==> config.mk <==
export PLATFORM = sky130hd
export DESIGN_NAME = keystream_gen_flat
export DESIGN_NICKNAME = d
export VERILOG_FILES = /design/src/rtl/keystream_gen_if.sv /design/src/rtl/keystream_gen.sv /design/src/flat_wrapper.sv
export SDC_FILE = /design/constraint.sdc
export NUM_CORES = 1
export LEC_CHECK = 0
export CORE_UTILIZATION = 40
export DETAILED_ROUTE_END_ITERATION = 8
export DONT_BUFFER_PORTS = 1
export SYNTH_ARGS = -nofsm -noshare
export SYNTH_HDL_FRONTEND = slang
export SYNTH_SLANG_ARGS = --single-unit
==> constraint.sdc <==
create_clock -name clk -period 1.5 [get_ports clk]
set_input_delay 0.15 -clock clk [delete_from_list [all_inputs] [get_ports clk]]
set_output_delay 0.15 -clock clk [all_outputs]
set_load 0.01 [all_outputs]
==> src/rtl/keystream_gen_if.sv <==
// rtl/keystream_gen_if.sv - seed/keystream handshake bundle for keystream_gen
interface keystream_gen_if;
    logic [15:0] seed_in;
    logic        seed_load;
    logic [7:0]  key_out;
    logic        key_valid;
    logic        key_ready;
    logic        busy;
    logic [7:0]  byte_cnt;
    logic [15:0] lfsr_state;

    // generator side
    modport master (
        input  seed_in, seed_load, key_ready,
        output key_out, key_valid, busy, byte_cnt, lfsr_state
    );

    // seeding / consuming side
    modport slave (
        output seed_in, seed_load, key_ready,
        input  key_out, key_valid, busy, byte_cnt, lfsr_state
    );
endinterface

==> src/rtl/keystream_gen.sv <==
// rtl/keystream_gen.sv - Galois LFSR keystream byte generator with valid/ready output
module keystream_gen (
    input  logic             clk,
    input  logic             rst,
    keystream_gen_if.master  ks
);
    localparam logic [15:0] LFSR_DEFAULT = 16'hACE1;
    localparam logic [15:0] LFSR_TAPS    = 16'hB400;

    typedef enum logic [1:0] {IDLE, GEN, HOLD} state_t;

    state_t      state, state_next;
    logic [15:0] lfsr;
    logic [7:0]  key_sh;
    logic [2:0]  bit_cnt;
    logic [7:0]  key_out_r;
    logic        key_valid_r;
    logic [7:0]  byte_cnt_r;

    logic [15:0] lfsr_shifted;
    logic [15:0] seed_eff;
    logic        handshake;
    logic        do_shift;
    logic        byte_done;

    // an all-zero seed would lock the LFSR, so it falls back to the default
    assign seed_eff     = (ks.seed_in == 16'h0000) ? LFSR_DEFAULT : ks.seed_in;
    assign lfsr_shifted = lfsr[0] ? ((lfsr >> 1) ^ LFSR_TAPS) : (lfsr >> 1);

    // next-state and per-cycle control; seed_load overrides every other transition
    always_comb begin
        state_next = state;
        handshake  = key_valid_r && ks.key_ready;
        do_shift   = (state == GEN) && !ks.seed_load;
        byte_done  = do_shift && (bit_cnt == 3'd7);
        case (state)
            IDLE:    state_next = IDLE;
            GEN:     if (bit_cnt == 3'd7) state_next = HOLD;
            HOLD:    if (handshake) state_next = GEN;
            default: state_next = IDLE;
        endcase
        if (ks.seed_load) begin
            state_next = GEN;
        end
    end

    // state, LFSR, byte assembly and accepted-byte counter
    always_ff @(posedge clk or posedge rst) begin
        if (rst) begin
            state       <= IDLE;
            lfsr        <= LFSR_DEFAULT;
            key_sh      <= 8'h00;
            bit_cnt     <= 3'd0;
            key_out_r   <= 8'h00;
            key_valid_r <= 1'b0;
            byte_cnt_r  <= 8'h00;
        end else begin
            state       <= state_next;
            key_valid_r <= (state_next == HOLD);
            if (ks.seed_load) begin
                lfsr       <= seed_eff;
                key_sh     <= 8'h00;
                bit_cnt    <= 3'd0;
                byte_cnt_r <= 8'h00;
            end else begin
                if (do_shift) begin
                    lfsr    <= lfsr_shifted;
                    key_sh  <= {key_sh[6:0], lfsr[0]};
                    bit_cnt <= bit_cnt + 3'd1;
                end
                if (byte_done) begin
                    key_out_r <= {key_sh[6:0], lfsr[0]};
                end
                if (handshake) begin
                    byte_cnt_r <= byte_cnt_r + 8'd1;
                end
            end
        end
    end

    assign ks.key_out    = key_out_r;
    assign ks.key_valid  = key_valid_r;
    assign ks.busy       = (state == GEN);
    assign ks.byte_cnt   = byte_cnt_r;
    assign ks.lfsr_state = lfsr;
endmodule
==> src/flat_wrapper.sv <==
// flat-port wrapper written by rule: the top's interface ports become plain ports
module keystream_gen_flat 
  (clk, rst, ks_seed_in, ks_seed_load, ks_key_ready, ks_key_out, ks_key_valid, ks_busy, ks_byte_cnt, ks_lfsr_state);
  keystream_gen_if ks_i ();
  input  logic clk;
  input  logic rst;
  input wire logic [$bits(ks_i.seed_in)-1:0] ks_seed_in;
  input wire logic [$bits(ks_i.seed_load)-1:0] ks_seed_load;
  input wire logic [$bits(ks_i.key_ready)-1:0] ks_key_ready;
  output wire logic [$bits(ks_i.key_out)-1:0] ks_key_out;
  output wire logic [$bits(ks_i.key_valid)-1:0] ks_key_valid;
  output wire logic [$bits(ks_i.busy)-1:0] ks_busy;
  output wire logic [$bits(ks_i.byte_cnt)-1:0] ks_byte_cnt;
  output wire logic [$bits(ks_i.lfsr_state)-1:0] ks_lfsr_state;
  assign ks_i.seed_in = ks_seed_in;
  assign ks_i.seed_load = ks_seed_load;
  assign ks_i.key_ready = ks_key_ready;
  assign ks_key_out = ks_i.key_out;
  assign ks_key_valid = ks_i.key_valid;
  assign ks_busy = ks_i.busy;
  assign ks_byte_cnt = ks_i.byte_cnt;
  assign ks_lfsr_state = ks_i.lfsr_state;
  keystream_gen u_core (.clk(clk), .rst(rst), .ks(ks_i));
endmodule
[Yosys cells after proc, flatten, opt, wreduce, memory -nomap -nowiden]
Cells that the tools add are included.
Storage, ports and cells
  bits in registers: 45
  input port bits: 20
  output and inout port bits: 34
  word-level logic and storage cells: 37
Cells by class
  add/subtract/negate cells: 2
  eq/ne operators: 4
  mux-type cells: 14
  bitwise gates (word level): 2
  reductions and logical operators: 8
Operators by type and width (count)
  2-to-1 mux 16 bit: 4
  zero test 16 bit: 1
  2-to-1 mux 8 bit: 2
  2-to-1 mux 7 bit: 2
  adder 8 x 1 -> 8 bit, second input constant: 1
  2-to-1 mux 2 bit: 3
  2-to-1 mux 3 bit: 2
  == test 2 bit, second input constant: 2
  NOT 3 -> 4 bit: 1
  case mux 2 bit (2 select lines): 1
  nonzero test 2 bit: 2
  adder 3 x 1 -> 3 bit, second input constant: 1
  == test 3 bit, second input constant: 1
  logical AND 1 bit: 3
  == test 2 x 1 -> 1 bit, second input constant: 1
  AND reduction 2 bit: 1
  zero test 1 bit: 1
  NOT 1 bit: 1

[Logic depth before layout (Yosys ltp)]
  depth after elaboration: 5
  mapped depth: 6

[Worst setup path after synthesis]
OpenSTA, ideal clock, no wires.
  path kind: register to register
  from: register u_core.state[1]
  to: register u_core.lfsr[14] (netlist: u_core.ks.lfsr_state[14])
  setup time: 0.140 ns
  arrival time: 1.561 ns
  data required time: 1.360 ns
  path slack: -0.201 ns
  stages on the path, launching flop included: 7
  buffers on the path: 2
  path through: dfrtp_1 > inv_1 > ha_1 > clkbuf_1 > buf_2 > mux2i_1 > o21ai_0
On the way
  word-level cells in the longest chain between the ends: 3
RTL lines
  from (decl): line keystream_gen.sv:12  | state_t state, state_next;
  from (signal assigned): line keystream_gen.sv:58  | state <= state_next;
  == test 2 x 1 -> 1 bit
  named net ks_busy: line flat_wrapper.sv:12  | output wire logic [$bits(ks_i.busy)-1:0] ks_busy;
  logical AND 1 bit: line keystream_gen.sv:34  | do_shift = (state == GEN) && !ks.seed_load;
  nonzero test 2 bit (no source line)
  to (signal assigned): line keystream_gen.sv:67  | lfsr <= lfsr_shifted;
  to (decl): line keystream_gen.sv:13  | logic [15:0] lfsr;
The timed path passes the listed nets, and every way through them passes these cells.
A chain may end at the register's enable or synchronous reset.

[Worst setup path in the final report]
  from: register u_core.bit_cnt[0]
  to: register u_core.key_out_r[0] (netlist: u_core.ks.key_out[0])
On the way
  word-level cells in the longest chain between the ends: 3
RTL lines
  from (decl): line keystream_gen.sv:15  | logic [2:0] bit_cnt;
  from (signal assigned): line keystream_gen.sv:69  | bit_cnt <= bit_cnt + 3'd1;
  == test 3 bit: line keystream_gen.sv:35  | byte_done = do_shift && (bit_cnt == 3'd7);
  logical AND 1 bit: line keystream_gen.sv:35
  AND reduction 2 bit (no source line)
  to (signal assigned): line keystream_gen.sv:72  | key_out_r <= {key_sh[6:0], lfsr[0]};
  to (decl): line keystream_gen.sv:16  | logic [7:0] key_out_r;
Every way passes these cells.

==> metrics <==
status completed; residual DRC count 0; Root Driver clkbuf_8; TritonCTS Sinks 45; Die Area roughly 5600 um^2; IO buf count 0; post-route insts no fill ~290; largest area contributor in the netlist dfrtp_1; Die Y around 75 um; Worst-path clk slew ~80 ps; grt total ovfl 0; synthesized instance count roughly 180; global-route wire length before repair about 7.5 mm; Slew HR between 60% and 70%; max-slew violation count 0; fraction of layout cells with a size suffix above 1 30.4%; worst-case hold slack 9.78 ps; floorplan row count 26; largest net degree at the start of global routing 41; Final Util a little over half; largest family of logic cells by synthesized area multiplexers; worst vdd ir just under 0.5 mV; initial antenna violation count 0; XOR/XNOR share of the synthesized area about 2.5%; LEAKAGE about 1.2 nW; Nets 241; dpl cells ~260; CP Data Required Time approximately 1700 ps; Worst setup SP type register; n_diodes 0; worst skew pair latency between 200 and 300 ps; total global routing track utilization 18.5%; setup TNS 0 ps; Core ar. around 5000 um^2; RSZ-0062 raised after global routing true; CP Class reg -> reg; fin crit period about 1500 ps; DP HPWL roughly 3.0 mm; Synth Area in Adders 2.95%; via-per-instance ratio between 5 and 6; post-synthesis simple-gate area fraction between 10% and 20%; Detailed Route Iter0 Violations 56; io pins 54; Via Count between 1500 and 2000; WL final 4.75 mm; clock skew around 7.2 ps; Setup crit end kind register; maximum clock frequency between 600 and 700 MHz; Yosys top cell area share roughly 44%; critical path fanouts, max 8; Yosys cell types 31; H-tree lvl count 2; post-synthesis mux area share about 16%; worst-margin pin slew 478 ps; register area share after synthesis approximately 54%; total CTS buffers 5; Synth Warn # 0; Max-Cap Viols 0; final hold violations 0; Max clock buf depth 2; crit path DAT about 1600 ps; GPL Wtd Cong approximately 0.7; Die X 74.8 um; Min-Delay Startpoint ks_seed_load; per-cell routed wire length around 17 um; Area contributors post-synth dfrtp_1 44%, dfstp_2 9.9%, mux2i_1 8.0%; Syn-to-layout area delta 26.3%; ys async rst share 100%; EDFF count, synth 0; antenna-violating nets left 0; pwr dens 912 nW/um^2; Compound-Gate Fraction of Synth Area roughly a tenth; vias in the first global route 1626; Yosys reg bits 45; Synth Cell Area approximately 2100 um^2; worst reg2reg path startpoint u_core.bit_cnt[0]; Starting Density 41.5%; Setup WS post-layout between 20 and 30 ps; crit share post-route between 90% and 100%; worst min-delay path category in -> reg; mean area per synthesized cell 11.7 um^2; Final Setup Violations 0; Top FF cell, synth dfrtp_1; Place WS -16.9 ps; syn nets between 200 and 250; CP startpoint u_core.bit_cnt[0]; drt first pass iters 6; CTS tree done
==> path summary, 6_finish.rpt <==
path	end	slack (ps)	depth (start not counted)
max	u_core.ks.key_out[0]	30	5
min	u_core.ks.lfsr_state[14]	10	2
max reg2reg	u_core.ks.key_out[0]	30	5
min reg2reg	u_core.ks.key_out[6]	540	1
max in group asynchronous	u_core.ks.lfsr_state[13]	590	3
min in group asynchronous	u_core.bit_cnt[2]	330	2
==> kinds of logic after synthesis <==
logic type                 Yosys count
adders and majority gates            5
DFF                                 45
xor gates and xnor gates             6
buffers and inverters               15
AOI/OAI and AO/OA                   32
and+or+nand+nor                     47
muxes                               32
==> layout by cell type (no fill, tap or decap), types with 2 or more instances in the layout <==
cell / n
xnor2_1: 5
nand3_1: 2
buf_12: 4
dfrtp_1: 36
a21oi_1: 9
dfstp_2: 8
clkinv_2: 2
buf_4: 14
mux2i_1: 17
nor2b_1: 2
dlygate4sd3_1: 16
clkbuf_8: 5
o22a_1: 3
or4_4: 3
nor2_1: 15
and3b_1: 2
nand4_1: 2
ha_1: 2
o21ai_0: 11
mux2_2: 15
or3_1: 3
or4_1: 2
nand2_1: 12
ha_4: 2
o22a_2: 5
inv_1: 5
==> cell type report <==
cell class,count,area (um^2)
clock inverters,2,10.0
repair buffers,36,382
flip-flops and latches,45,1140
multi-input cells,122,966
fillers,460,2430
inverters,6,22.5
well taps,70,87.6
clock buffers,6,72.6
==> stage by stage <==
stage          instance area [um^2]  total power [mW]
3_5_place_dp                   2300              1.68
5_1_grt                        2680              2.58
6_report                       2680              2.44
2_1_floorplan                  2130              1.61
4_1_cts                        2570              2.45
3_3_place_gp                   2300              1.66
==> worst max-delay path, stage by stage, from the launching register on <==
cell,delay (ps)
dfrtp_1,400
ha_2,190
ha_4,160
nand3b_1,130
buf_12,140
mux2_2,330
==> per-layer routing <==
| metal | vias to the layer above | track usage [%] | share of wire, % |
|---|---|---|---|
| met5 | - | 0 | 0 |
| met4 | 0 | 5.87 | 0.53 |
| met3 | 2 | 5.89 | 5.5 |
| met2 | 43 | 31.8 | 52 |
| met1 | 756 | 22.0 | 42 |
| li1 | 710 | - | - |
==> where the power goes <==
part	leakage (nW)	total, mW	internal (mW)	switching [mW]
clock network	0.0450	0.702	0.323	0.379
registers	0.578	1.40	1.30	0.0968
logic	0.592	0.343	0.196	0.147
==> what timing repair did <==
action / CTS / global route
resized for setup: 4 / 4
endpoints found under the hold margin: 52 / 1
pin swaps: 0 / 5
hold buffers: 16 / 1
endpoints found under the setup margin: 13 / 21
setup buffers: 0 / 7
gates cloned: 0 / 1
==> Yosys cell counts, types with 2 or more instances <==
cell and n:
mux2i_1 17, buf_2 2, or3_1 3, nand2_1 12, o22a_2 5, and3b_1 2
o22a_1 3, ha_1 5, dfstp_2 8, inv_1 6, xnor2_1 5, or4_4 3
o21ai_0 11, nor2b_1 2, nand4_1 2, dfrtp_1 37, clkbuf_1 7, nor2_1 15
mux2_2 15, nand3_1 2, or4_1 2, a21oi_1 9
==> state kept, by name, indices dropped and copies added (netlist names) <==
register	flops
u_core.ks.key_out	8
u_core.key_sh	7
u_core.ks.lfsr_state	16
u_core.state	2
u_core.ks.byte_cnt	8
u_core.ks.key_valid	1
u_core.bit_cnt	3
No activity file was read; power rests on OpenSTA's default activity.
